$ cat src/rtl/sm4_stream_ctrl.sv
// Host-side stream controller for sm4_core: key-expansion sequencing, 32->128 bit
// block packing with credit-gated issue, and a block FIFO unpacked to a 32-bit stream.
module sm4_stream_ctrl #(
  parameter int FIFO_DEPTH = 4
) (
  input  logic         clk,
  input  logic         rst_n,
  input  logic [127:0] cfg_key,
  input  logic         cfg_encdec,
  input  logic         cfg_start,
  input  logic         cfg_abort,
  output logic         busy,
  output logic         key_ready,
  input  logic [31:0]  s_data,
  input  logic         s_valid,
  output logic         s_ready,
  output logic [31:0]  m_data,
  output logic         m_valid,
  input  logic         m_ready,
  output logic         en_sm4,
  output logic         encdec,
  output logic         en_key_exps,
  output logic [127:0] key,
  output logic         key_valid,
  input  logic         key_exps_done,
  output logic [127:0] bdi,
  output logic         bdi_valid,
  input  logic [127:0] bdo,
  input  logic         bdo_valid
);

  localparam int CW = $clog2(FIFO_DEPTH + 1);
  localparam int PW = $clog2(FIFO_DEPTH);

  typedef enum logic [2:0] {
    ST_IDLE     = 3'd0,
    ST_KEY_REQ  = 3'd1,
    ST_KEY_WAIT = 3'd2,
    ST_RUN      = 3'd3,
    ST_DRAIN    = 3'd4
  } state_t;

  state_t         state_r, state_nx;
  logic           start_acc_s;
  logic           drain_exit_s;
  logic           run_drain_s;

  logic           busy_r, key_ready_r, en_key_r, encdec_r, encdec_pend_r;
  logic [127:0]   key_r, key_pend_r;

  logic [1:0]     pk_idx_r;
  logic [127:0]   pk_data_r;
  logic           pk_full_r;
  logic           s_acc_s;

  logic [CW-1:0]  inflight_r;
  logic [CW-1:0]  fifo_cnt_r;
  logic [CW:0]    credit_sum_s;
  logic           credit_ok_s;
  logic           issue_s;
  logic [127:0]   bdi_r;
  logic           bdi_valid_r;

  logic [127:0]   fifo_mem_r [FIFO_DEPTH];
  logic [PW-1:0]  wr_ptr_r, rd_ptr_r;
  logic [1:0]     out_idx_r;
  logic           wr_s, rd_s, m_valid_s, m_hs_s;

  assign run_drain_s  = (state_r == ST_RUN) || (state_r == ST_DRAIN);
  assign drain_exit_s = (state_r == ST_DRAIN) && (state_nx == ST_KEY_REQ);

  // Next-state logic; abort overrides everything, cfg_start only counts in IDLE/RUN
  always_comb begin
    state_nx    = state_r;
    start_acc_s = 1'b0;
    if (cfg_abort) begin
      state_nx = ST_IDLE;
    end else begin
      case (state_r)
        ST_IDLE: begin
          if (cfg_start) begin
            state_nx    = ST_KEY_REQ;
            start_acc_s = 1'b1;
          end else begin
            state_nx = ST_IDLE;
          end
        end
        ST_KEY_REQ:  state_nx = ST_KEY_WAIT;
        ST_KEY_WAIT: begin
          if (key_exps_done) state_nx = ST_RUN;
          else               state_nx = ST_KEY_WAIT;
        end
        ST_RUN: begin
          if (cfg_start) begin
            state_nx    = ST_DRAIN;
            start_acc_s = 1'b1;
          end else begin
            state_nx = ST_RUN;
          end
        end
        ST_DRAIN: begin
          if ((inflight_r == {CW{1'b0}}) && !pk_full_r) state_nx = ST_KEY_REQ;
          else                                          state_nx = ST_DRAIN;
        end
        default: state_nx = ST_IDLE;
      endcase
    end
  end

  // State register
  always_ff @(posedge clk or negedge rst_n) begin
    if (!rst_n) state_r <= ST_IDLE;
    else        state_r <= state_nx;
  end

  // Control outputs; a key loaded from RUN is held pending until in-flight blocks drain
  always_ff @(posedge clk or negedge rst_n) begin
    if (!rst_n) begin
      busy_r        <= 1'b0;
      key_ready_r   <= 1'b0;
      en_key_r      <= 1'b0;
      encdec_r      <= 1'b0;
      encdec_pend_r <= 1'b0;
      key_r         <= 128'd0;
      key_pend_r    <= 128'd0;
    end else begin
      busy_r      <= (state_nx != ST_IDLE);
      key_ready_r <= (state_nx == ST_RUN);
      en_key_r    <= (state_nx == ST_KEY_REQ);
      if (start_acc_s) begin
        key_pend_r    <= cfg_key;
        encdec_pend_r <= cfg_encdec;
      end
      if (start_acc_s && (state_r == ST_IDLE)) begin
        key_r    <= cfg_key;
        encdec_r <= cfg_encdec;
      end else if (drain_exit_s) begin
        key_r    <= key_pend_r;
        encdec_r <= encdec_pend_r;
      end
    end
  end

  assign busy        = busy_r;
  assign en_sm4      = busy_r;
  assign key_ready   = key_ready_r;
  assign en_key_exps = en_key_r;
  assign key_valid   = en_key_r;
  assign key         = key_r;
  assign encdec      = encdec_r;

  // Credit rule: in-flight blocks plus stored blocks never exceed FIFO capacity
  assign credit_sum_s = {1'b0, inflight_r} + {1'b0, fifo_cnt_r};
  assign credit_ok_s  = credit_sum_s < (CW + 1)'(FIFO_DEPTH);
  assign s_ready      = (state_r == ST_RUN) && !pk_full_r;
  assign s_acc_s      = s_valid && s_ready && !cfg_abort;
  assign issue_s      = pk_full_r && credit_ok_s && run_drain_s && !cfg_abort;
  // A result with nothing in flight is stale and must not touch the FIFO
  assign wr_s         = bdo_valid && run_drain_s && (inflight_r != {CW{1'b0}}) && !cfg_abort;

  // Packer: first accepted word lands in bits [127:96]
  always_ff @(posedge clk or negedge rst_n) begin
    if (!rst_n) begin
      pk_idx_r  <= 2'd0;
      pk_data_r <= 128'd0;
      pk_full_r <= 1'b0;
    end else if (cfg_abort || drain_exit_s) begin
      pk_idx_r  <= 2'd0;
      pk_full_r <= 1'b0;
    end else if (s_acc_s) begin
      pk_data_r[{~pk_idx_r, 5'd0} +: 32] <= s_data;
      pk_idx_r                           <= pk_idx_r + 2'd1;
      pk_full_r                          <= (pk_idx_r == 2'd3);
    end else if (issue_s) begin
      pk_full_r <= 1'b0;
    end
  end

  // Block issue to the core and in-flight credit accounting
  always_ff @(posedge clk or negedge rst_n) begin
    if (!rst_n) begin
      bdi_r       <= 128'd0;
      bdi_valid_r <= 1'b0;
      inflight_r  <= {CW{1'b0}};
    end else if (cfg_abort) begin
      bdi_valid_r <= 1'b0;
      inflight_r  <= {CW{1'b0}};
    end else begin
      bdi_valid_r <= issue_s;
      if (issue_s) bdi_r <= pk_data_r;
      case ({issue_s, wr_s})
        2'b10:   inflight_r <= inflight_r + CW'(1);
        2'b01:   inflight_r <= inflight_r - CW'(1);
        default: inflight_r <= inflight_r;
      endcase
    end
  end

  assign bdi       = bdi_r;
  assign bdi_valid = bdi_valid_r;

  assign m_valid_s = (fifo_cnt_r != {CW{1'b0}});
  assign m_hs_s    = m_valid_s && m_ready;
  assign rd_s      = m_hs_s && (out_idx_r == 2'd3);

  // FIFO storage, no reset needed: contents are only visible while count is non-zero
  always_ff @(posedge clk) begin
    if (wr_s) fifo_mem_r[wr_ptr_r] <= bdo;
  end

  // FIFO pointers, occupancy and unpacker word index
  always_ff @(posedge clk or negedge rst_n) begin
    if (!rst_n) begin
      wr_ptr_r   <= {PW{1'b0}};
      rd_ptr_r   <= {PW{1'b0}};
      fifo_cnt_r <= {CW{1'b0}};
      out_idx_r  <= 2'd0;
    end else if (cfg_abort) begin
      wr_ptr_r   <= {PW{1'b0}};
      rd_ptr_r   <= {PW{1'b0}};
      fifo_cnt_r <= {CW{1'b0}};
      out_idx_r  <= 2'd0;
    end else begin
      if (wr_s)   wr_ptr_r  <= wr_ptr_r + PW'(1);
      if (rd_s)   rd_ptr_r  <= rd_ptr_r + PW'(1);
      if (m_hs_s) out_idx_r <= out_idx_r + 2'd1;
      case ({wr_s, rd_s})
        2'b10:   fifo_cnt_r <= fifo_cnt_r + CW'(1);
        2'b01:   fifo_cnt_r <= fifo_cnt_r - CW'(1);
        default: fifo_cnt_r <= fifo_cnt_r;
      endcase
    end
  end

  assign m_valid = m_valid_s;
  assign m_data  = m_valid_s ? fifo_mem_r[rd_ptr_r][{~out_idx_r, 5'd0} +: 32] : 32'd0;

endmodule

$ cat config.mk
export PLATFORM = sky130hd
export DESIGN_NAME = sm4_stream_ctrl
export DESIGN_NICKNAME = d
export VERILOG_FILES = /design/src/rtl/sm4_stream_ctrl.sv
export SDC_FILE = /design/constraint.sdc
export NUM_CORES = 1
export LEC_CHECK = 0
export BUFFER_PORTS_ARGS = -buffer_cell sky130_fd_sc_hd__buf_2
export CORE_UTILIZATION = 57
export DETAILED_ROUTE_END_ITERATION = 16
export GPL_TIMING_DRIVEN = 0
export HOLD_SLACK_MARGIN = 0.06
export PLACE_DENSITY = 0.78
export SKIP_CTS_REPAIR_TIMING = 1
export SYNTH_ARGS = -nofsm -noshare
export SYNTH_HDL_FRONTEND = slang
export SYNTH_SLANG_ARGS = --single-unit
$ cat constraint.sdc
create_clock -name clk -period 6.2 [get_ports clk]
set_input_delay 0.62 -clock clk [delete_from_list [all_inputs] [get_ports clk]]
set_output_delay 0.62 -clock clk [all_outputs]
set_load 0.05 [all_outputs]
==> qor.tcl, run 1 <==
set qor(grt_total_usage) 0.2979
set qor(gpl.final_weighted_congestion) 0.8999
set qor(buffer_ports.inserted) 593
set qor(max_freq_mhz) 215.7
set qor(dp_hpwl_mm) 75.45
set qor(synth-seq-cells) 1048
set qor(critical_path.n_buffers_inverters) 4
set qor(finClkSkew_ns) 0.02510
set qor(finalSetupViolCount) 0
set qor(worst-slew-pin-transition_ns) 1.062
set qor(filler_cell_count) 4740
set qor(floorplan.die.width_um) 270.5
set qor(post_route_fraction_of_the_period_consumed_by_the_critical_path) 0.7479
set qor(initialDrtViolationCount) 2639
set qor(crit_path_max_fanout) 10
set qor(core-area_mm2) 0.07136
set qor(mostFrequentLayoutCell) {buf_2}
set qor(synth.avg_cell_area_um2) 15.22
set qor(drv_slew) 0
set qor(synth_warn) 0
set qor(worst_relative_slew_slack) 0.2862
set qor(reg2regPathDepth) 11
set qor(drt-total-wl_mm) 109.1
set qor(cpPeakStageDelay_ns) 0.66
set qor(detail_route.wirelength.met1_mm) 39.97
set qor(clk_root_buffer_cell) {clkbuf_16}
set qor(first_global_vias) 27025
set qor(die_area_mm2) 0.07318
set qor(crit_path_start_kind) {flop}
set qor(synth.yosys.seq_area_share) 0.7005
set qor(timing.critical_path.mode_cell) {clkbuf_1}
set qor(ctsHtreeMaxLevel) 3
set qor(chipHeight_um) 270.5
set qor(worst_hold_slack_ns) 0.1577
set qor(r2r-start) {inflight_r[2]$_DFFE_PN0P_}
set qor(worstSetupPathType) {reg -> out}
set qor(grt_setup_unrepaired) {no}
set qor(rr_endpoint) {inflight_r[2]$_DFFE_PN0P_}
set qor(worst-endpoint-arrival_ns) 4.02
set qor(final_critical_path_setup_slack_ns) 1.563
set qor(initial_core_util) 0.5759
set qor(finish.net_count) 3722
set qor(drt_drc_violations_left) 0
set qor(min_path_type) {in -> reg}
set qor(tritoncts_clock_tree) {built}
set qor(final_critical_path_required_period_ns) 4.637
set qor(mostFrequentLayoutCells) {buf_2, dfrtp_1, edfxtp_1}
set qor(post_drt_wl_per_cell_um) 24.40
set qor(preCtsSetupSlack_ns) 2.316
set qor(min_path_cells) 1
set qor(detailedRoute.firstPassIterationCount) 7
set qor(async_reset_ff_frac) 0.5115
set qor(avgViaCountPerCell) 5.994
set qor(yosysUniqueCellTypes) 53
set qor(grt_overflow_total) 0
set qor(syn-num-nets) 3012
set qor(postLayoutCellArea_mm2) 0.04901
set qor(clock_sinks) 1048
set qor(routed-via-count) 26804
set qor(syn_area_mm2) 0.04110
set qor(drive_above_1_share) 0.3209
set qor(io_pins) 594
set qor(crit_path_top_delay_cell) {buf_1}
set qor(met3_wirelength_mm) 8.829
set qor(placement_rows) 98
set qor(min-delay-start) {bdo[85]}
set qor(critPathTopFamily) {buffers and inverters}
set qor(cp.required_ns) 5.58
set qor(path_cells) {clkbuf_1, clkbuf_1, buf_1, mux4_2, mux2i_1, o22ai_1, buf_2}
set qor(setup.reg_to_reg.worst_slack_ns) 2.50
set qor(worst_setup_hold_path_clk_slew_ns) 0.07
set qor(leakage_uw) 0.02105
set qor(cp-end-kind) {primary output}
set qor(max_cap_viol_count) 0
set qor(run_status) {finished, final reports clean}
set qor(detail-route-antenna-nets) 0
set qor(cts_made_buffers) 102
set qor(wl_met2_mm) 54.63
set qor(syn_to_layout_area_delta_pct) 19.26
set qor(synthesis.instances) 2701
set qor(clock_tree_buf_depth) 3
set qor(clk_lat_worst_skew_ns) 0.66
set qor(postSynth.topFlopCell) {dfrtp_1}
set qor(grt_antenna_before_repair) 48
set qor(area_of_placed_instances_mm2) 0.04558
set qor(grt_start_max_net_pins) 124
set qor(hold_viol_final) 0
set qor(dr.max_layer_used) {met5}
set qor(synth_enable_flop_cells) 512
set qor(pwr_density_cell_mw_per_mm2) 343.7
set qor(worst_vdd_drop_uv) 304.6
set qor(hold-path-endpoint) {fifo_mem_r[3][85]$_DFFE_PP_}
set qor(grt_pass1_wl_mm) 164.4
set qor(worstSetupStartpoint) {rd_ptr_r[1]$_DFFE_PN0P_}
## stage by stage
step	utilization	total power (uW)	std cells	setup TNS, ns
CTS	0.6857	16880	4442	0
finish	0.6868	16850	4472	0
detailed placement	0.6387	10750	4256	0
floorplan	-	9902	2701	0
global placement	0.6341	10630	4244	-3687.20
global route	0.6866	17340	4466	0
## state kept, by name, summed over array words and instances, names as in the netlist
signal         cells
fifo_mem_r       512
bdi              128
key              128
key_pend_r       128
pk_data_r        128
fifo_cnt_r         3
inflight_r         3
state_r            3
out_idx_r          2
pk_idx_r           2
rd_ptr_r           2
wr_ptr_r           2
bdi_valid          1
busy               1
en_key_exps        1
encdec             1
encdec_pend_r      1
key_ready          1
pk_full_r          1
## worst register-to-register path, delay by kind of cell, from the launching register on
kind / cells / cell delay [ns]
AND/OR/NAND/NOR: 4 / 1.21
buffers and inverters: 2 / 0.61
AO/OA/AOI/OAI: 2 / 0.48
adder cells (fa/ha/maj): 2 / 0.70
flip-flops: 1 / 0.43
XOR/XNOR: 1 / 0.14
## layout make-up
class | instances | area (um^2) | area share
Sequential cell | 1048 | 28790 | 0.5873
Tap cell | 950 | 1189 | 0.02425
Timing Repair Buffer | 606 | 3296 | 0.06724
Inverter | 9 | 33.78 | 0.0006892
Clock buffer | 135 | 2798 | 0.05708
Buffer | 165 | 829.5 | 0.01692
Clock inverter | 51 | 551.8 | 0.01126
Multi-Input combinational cell | 1479 | 11460 | 0.2338
Antenna cell | 29 | 72.57 | 0.001481
## worst max path at each step
stage | endpoint | slack (ns) | depth (start not counted)
global placement | key_pend_r[27]$_DFFE_PN0P_ | -5.74 | 1
floorplan | fifo_mem_r[0][0]$_DFFE_PP_ | 1.44 | 3
CTS | m_data[30] | 1.54 | 7
global route | m_data[28] | 1.51 | 7
finish | m_data[30] | 1.56 | 7
detailed placement | m_data[30] | 2.32 | 7
## cell families (layout without fill, tap and decap cells)
logic type	after synthesis	in the layout	share of synthesized area
flops	1048	1048	0.7005
simple gates	621	621	0.06061
mux	501	501	0.1652
compound gates	335	335	0.04640
buf+inv	174	966	0.02101
fa+ha+maj	14	14	0.004627
xor+xnor	8	8	0.001705
other cells	0	29	0
## Yosys cell counts, drive strengths merged (14+ instances only)
cell	instances	area, um^2
mux2	258	2905
dfrtp	536	13410
mux2i	127	1271
nand2	479	1798
nor2	82	307.8
a21oi	14	73.82
edfxtp	512	15370
o21ai	201	1017
a31oi	63	394.1
o22ai	20	125.1
buf	68	462.9
mux4	116	2613
clkbuf	97	366.6
## metal layers
metal / global-route usage / up-vias
met1: 0.3707 / 13715
met5: 0 / -
li1: - / 11371
met4: 0.1467 / 38
met3: 0.07029 / 340
met2: 0.4926 / 1340
## where the power goes
group	internal [uW]	switching, uW	leakage (uW)	total, uW
Combinational	685	1800	0.00792	2480
Sequential	7860	301	0.0115	8160
Clock	3560	2640	0.00163	6200
Total	12100	4740	0.0211	16800
No activity file was read; power rests on OpenSTA's default activity.
==> run 2, diff against run 1 <==
==> constraint.sdc (replaced) <==
create_clock -name clk -period 4.54 [get_ports clk]
set_input_delay 0.454 -clock clk [delete_from_list [all_inputs] [get_ports clk]]
set_output_delay 0.454 -clock clk [all_outputs]
set_load 0.05 [all_outputs]
==> run 2 against run 1 <==
  * Combinational power increased by 43%
  * Clock power grew 43%
  * Hold slack lost 0.098 ns
  * Sequential power is 37% higher
  * Die area unchanged
  * First-iteration DRC count up 4.2%
  * Wire length increased by 6.3%
  * Cell count increased by 4.2%
  * Sequential share of layout area shrank 2.4 points
  * Clock skew up 0.0062 ns
  * Critical path type unchanged
  * Largest power group unchanged
==> qor.tcl, run 2 (synthesis gave the netlist of run 1 again) <==
set qor(run_status) {finished, final reports clean}
set qor(max_cap_viol_count) 0 ;# unchanged
set qor(initialDrtViolationCount) 2751 ;# +4.2%
set qor(drive_above_1_share) 0.3058 ;# -0.01509
set qor(buffer_ports.inserted) 593 ;# unchanged
set qor(clk_root_buffer_cell) {clkbuf_16}
set qor(post-layout-total-power_uw) 23550 ;# +40%
set qor(first_global_vias) 27287 ;# +0.97%
set qor(floorplan.die.width_um) 270.5 ;# unchanged
set qor(drt_drc_violations_left) 0 ;# unchanged
set qor(detail-route-antenna-nets) 0 ;# unchanged
set qor(cp-end-kind) {primary output}
set qor(drt-total-wl_mm) 116.0 ;# +6.3%
set qor(min_path_type) {in -> reg}
set qor(io_pins) 594 ;# unchanged
set qor(grt_antenna_before_repair) 29 ;# -40%
set qor(mostFrequentLayoutCell) {buf_2}
set qor(layout.area.seq_mm2) 0.02879 ;# unchanged
set qor(multiInputGateArea_mm2) 0.01146 ;# unchanged
set qor(clock_sinks) 1048 ;# unchanged
set qor(syn_to_layout_area_delta_pct) 24.36
set qor(finClkSkew_ns) 0.03126 ;# +0.006158 ns
set qor(critical_path.n_buffers_inverters) 4 ;# unchanged
set qor(grt_pass1_wl_mm) 163.4 ;# -0.58%
set qor(crit_path_start_kind) {flop}
set qor(max_freq_mhz) 222.7
set qor(pwr_density_cell_mw_per_mm2) 460.9 ;# +34%
set qor(core-area_mm2) 0.07136 ;# unchanged
set qor(grt_setup_unrepaired) {no}
set qor(finalSetupViolCount) 0 ;# unchanged
set qor(worst_relative_slew_slack) 0.2527 ;# -0.03354
set qor(timing.critical_path.mode_cell) {clkbuf_1}
set qor(cp.required_ns) 4.09 ;# -1.49 ns
set qor(clock_tree_buf_depth) 3 ;# unchanged
set qor(detailedRoute.firstPassIterationCount) 6 ;# -1
set qor(filler_cell_count) 4446 ;# -6.2%
set qor(avgViaCountPerCell) 5.953 ;# -0.68%
set qor(placement_rows) 98 ;# unchanged
set qor(largest_register_ff_count) 512 ;# unchanged
set qor(r2r-start) {inflight_r[2]$_DFFE_PN0P_}
set qor(min-delay-start) {cfg_key[60]}
set qor(regMostFlops) {fifo_mem_r}
set qor(rr_endpoint) {inflight_r[2]$_DFFE_PN0P_}
set qor(reg2regPathDepth) 11 ;# unchanged
set qor(min_path_cells) 2 ;# +1
set qor(ctsHtreeMaxLevel) 3 ;# unchanged
set qor(post_route_fraction_of_the_period_consumed_by_the_critical_path) 0.9891
set qor(grt_overflow_total) 0 ;# unchanged
set qor(worst-slew-pin-transition_ns) 1.112 ;# +0.04992 ns
set qor(finish.net_count) 3915 ;# +5.2%
set qor(cpPeakStageDelay_ns) 0.73 ;# +0.07 ns
set qor(crit_path_max_fanout) 10 ;# unchanged
set qor(critPathTopFamily) {buffers and inverters}
set qor(finalCoreUtilization) 0.7162 ;# +0.02935
set qor(gpl.final_weighted_congestion) 0.8860 ;# -1.5%
set qor(worst_vdd_drop_uv) 577.4 ;# +90%
set qor(tritoncts_clock_tree) {built}
set qor(crit_path_top_delay_cell) {clkbuf_1}
set qor(worstSetupPathType) {reg -> out}
set qor(mostFrequentLayoutCells) {buf_2, dfrtp_1, edfxtp_1}
set qor(final_critical_path_required_period_ns) 4.490
set qor(grt_total_usage) 0.2951 ;# -0.002847
set qor(hold_viol_final) 0 ;# unchanged
set qor(routed-via-count) 27754 ;# +3.5%
set qor(clk_lat_worst_skew_ns) 0.66 ;# about the same
set qor(initial_core_util) 0.5759 ;# unchanged
set qor(place_inst) 4256 ;# unchanged
set qor(finalNonFillerCells) 4662 ;# +4.2%
set qor(dp_hpwl_mm) 74.94 ;# -0.68%
set qor(setup.reg_to_reg.worst_slack_ns) 0.88 ;# -1.62 ns
set qor(leakage_uw) 0.02196 ;# +4.3%
set qor(worst_setup_hold_path_clk_slew_ns) 0.06 ;# about the same
set qor(cts_made_buffers) 103 ;# +0.98%
set qor(drv_slew) 0 ;# unchanged
set qor(path_cells) {clkbuf_1, clkbuf_1, clkbuf_1, mux4_2, mux2i_1, o22ai_1, buf_2}
set qor(die_area_mm2) 0.07318 ;# unchanged
set qor(post_drt_wl_per_cell_um) 24.89 ;# +2.0%
set qor(worst-endpoint-arrival_ns) 4.04 ;# +0.02 ns
set qor(grt_start_max_net_pins) 133 ;# +7.3%
set qor(hold-path-endpoint) {key_pend_r[60]$_DFFE_PN0P_}
set qor(chipHeight_um) 270.5 ;# unchanged
run 2: worst register-to-register path: cells and delay by family (launching register included):
kind,cells,cell delay (ns)
and+or+nand+nor,4,1.20
adders and majority gates,2,0.72
buffers and inverters,2,0.58
AOI/OAI and AO/OA,2,0.47
DFF,1,0.42
xor gates and xnor gates,1,0.14
run 2: layout make-up:
class / instances / share of cell area
inverters: 9 / 0.0006610
clock buffers: 135 / 0.05572
flip-flops and latches: 1048 / 0.5633
well taps: 950 / 0.02326
clock inverters: 51 / 0.01283
repair buffers: 798 / 0.1025
plain buffers: 165 / 0.01626
multi-input cells: 1479 / 0.2242
diodes: 27 / 0.001322
run 2: worst max-delay path by stage:
stage	endpoint	slack, ns	start	depth (start not counted)
after floorplan	m_data[23]	1.06	fifo_cnt_r[0]$_DFFE_PN0P_	7
after global placement	key[25]$_DFFE_PN0P_	-7.20	rst_n	1
after detailed placement	m_data[30]	0.90	rd_ptr_r[1]$_DFFE_PN0P_	7
after CTS	m_data[30]	0.09	rd_ptr_r[1]$_DFFE_PN0P_	7
after global routing	m_data[30]	0.003	rd_ptr_r[1]$_DFFE_PN0P_	7
final	m_data[25]	0.05	rd_ptr_r[1]$_DFFE_PN0P_	7
run 2: metal layers:
metal / global-route usage / wire [um] / part of all wire / vias up
met2: 0.4953 / 59740 / 0.51 / 1500
met5: 0 / 54 / 0.00047 / -
met3: 0.06435 / 9015 / 0.078 / 313
met4: 0.1457 / 5521 / 0.048 / 10
met1: 0.3637 / 41700 / 0.36 / 14182
li1: - / - / - / 11749
run 2: power by group:
| group | switching, uW | total [uW] | internal (uW) | leakage, uW |
|---|---|---|---|---|
| Combinational | 2510 | 3550 | 1040 | 0.00874 |
| Sequential | 423 | 11200 | 10700 | 0.0115 |
| Clock | 3680 | 8850 | 5170 | 0.00172 |
| Total | 6600 | 23600 | 16900 | 0.0220 |
run 2: metrics by stage:
step / TNS (ns) / area [um^2] / setup slack [ns] / hold WS (ns)
after floorplan: 0 / 41100 / 1.057 / 0.1584
after detailed placement: 0 / 45610 / 0.8952 / 0.4639
after global placement: -4002.25 / 45260 / -7.201 / 0.4563
after global routing: 0 / 51100 / 0.003193 / 0.05424
final: 0 / 51110 / 0.04970 / 0.05932
after CTS: 0 / 49110 / 0.08938 / -0.1984
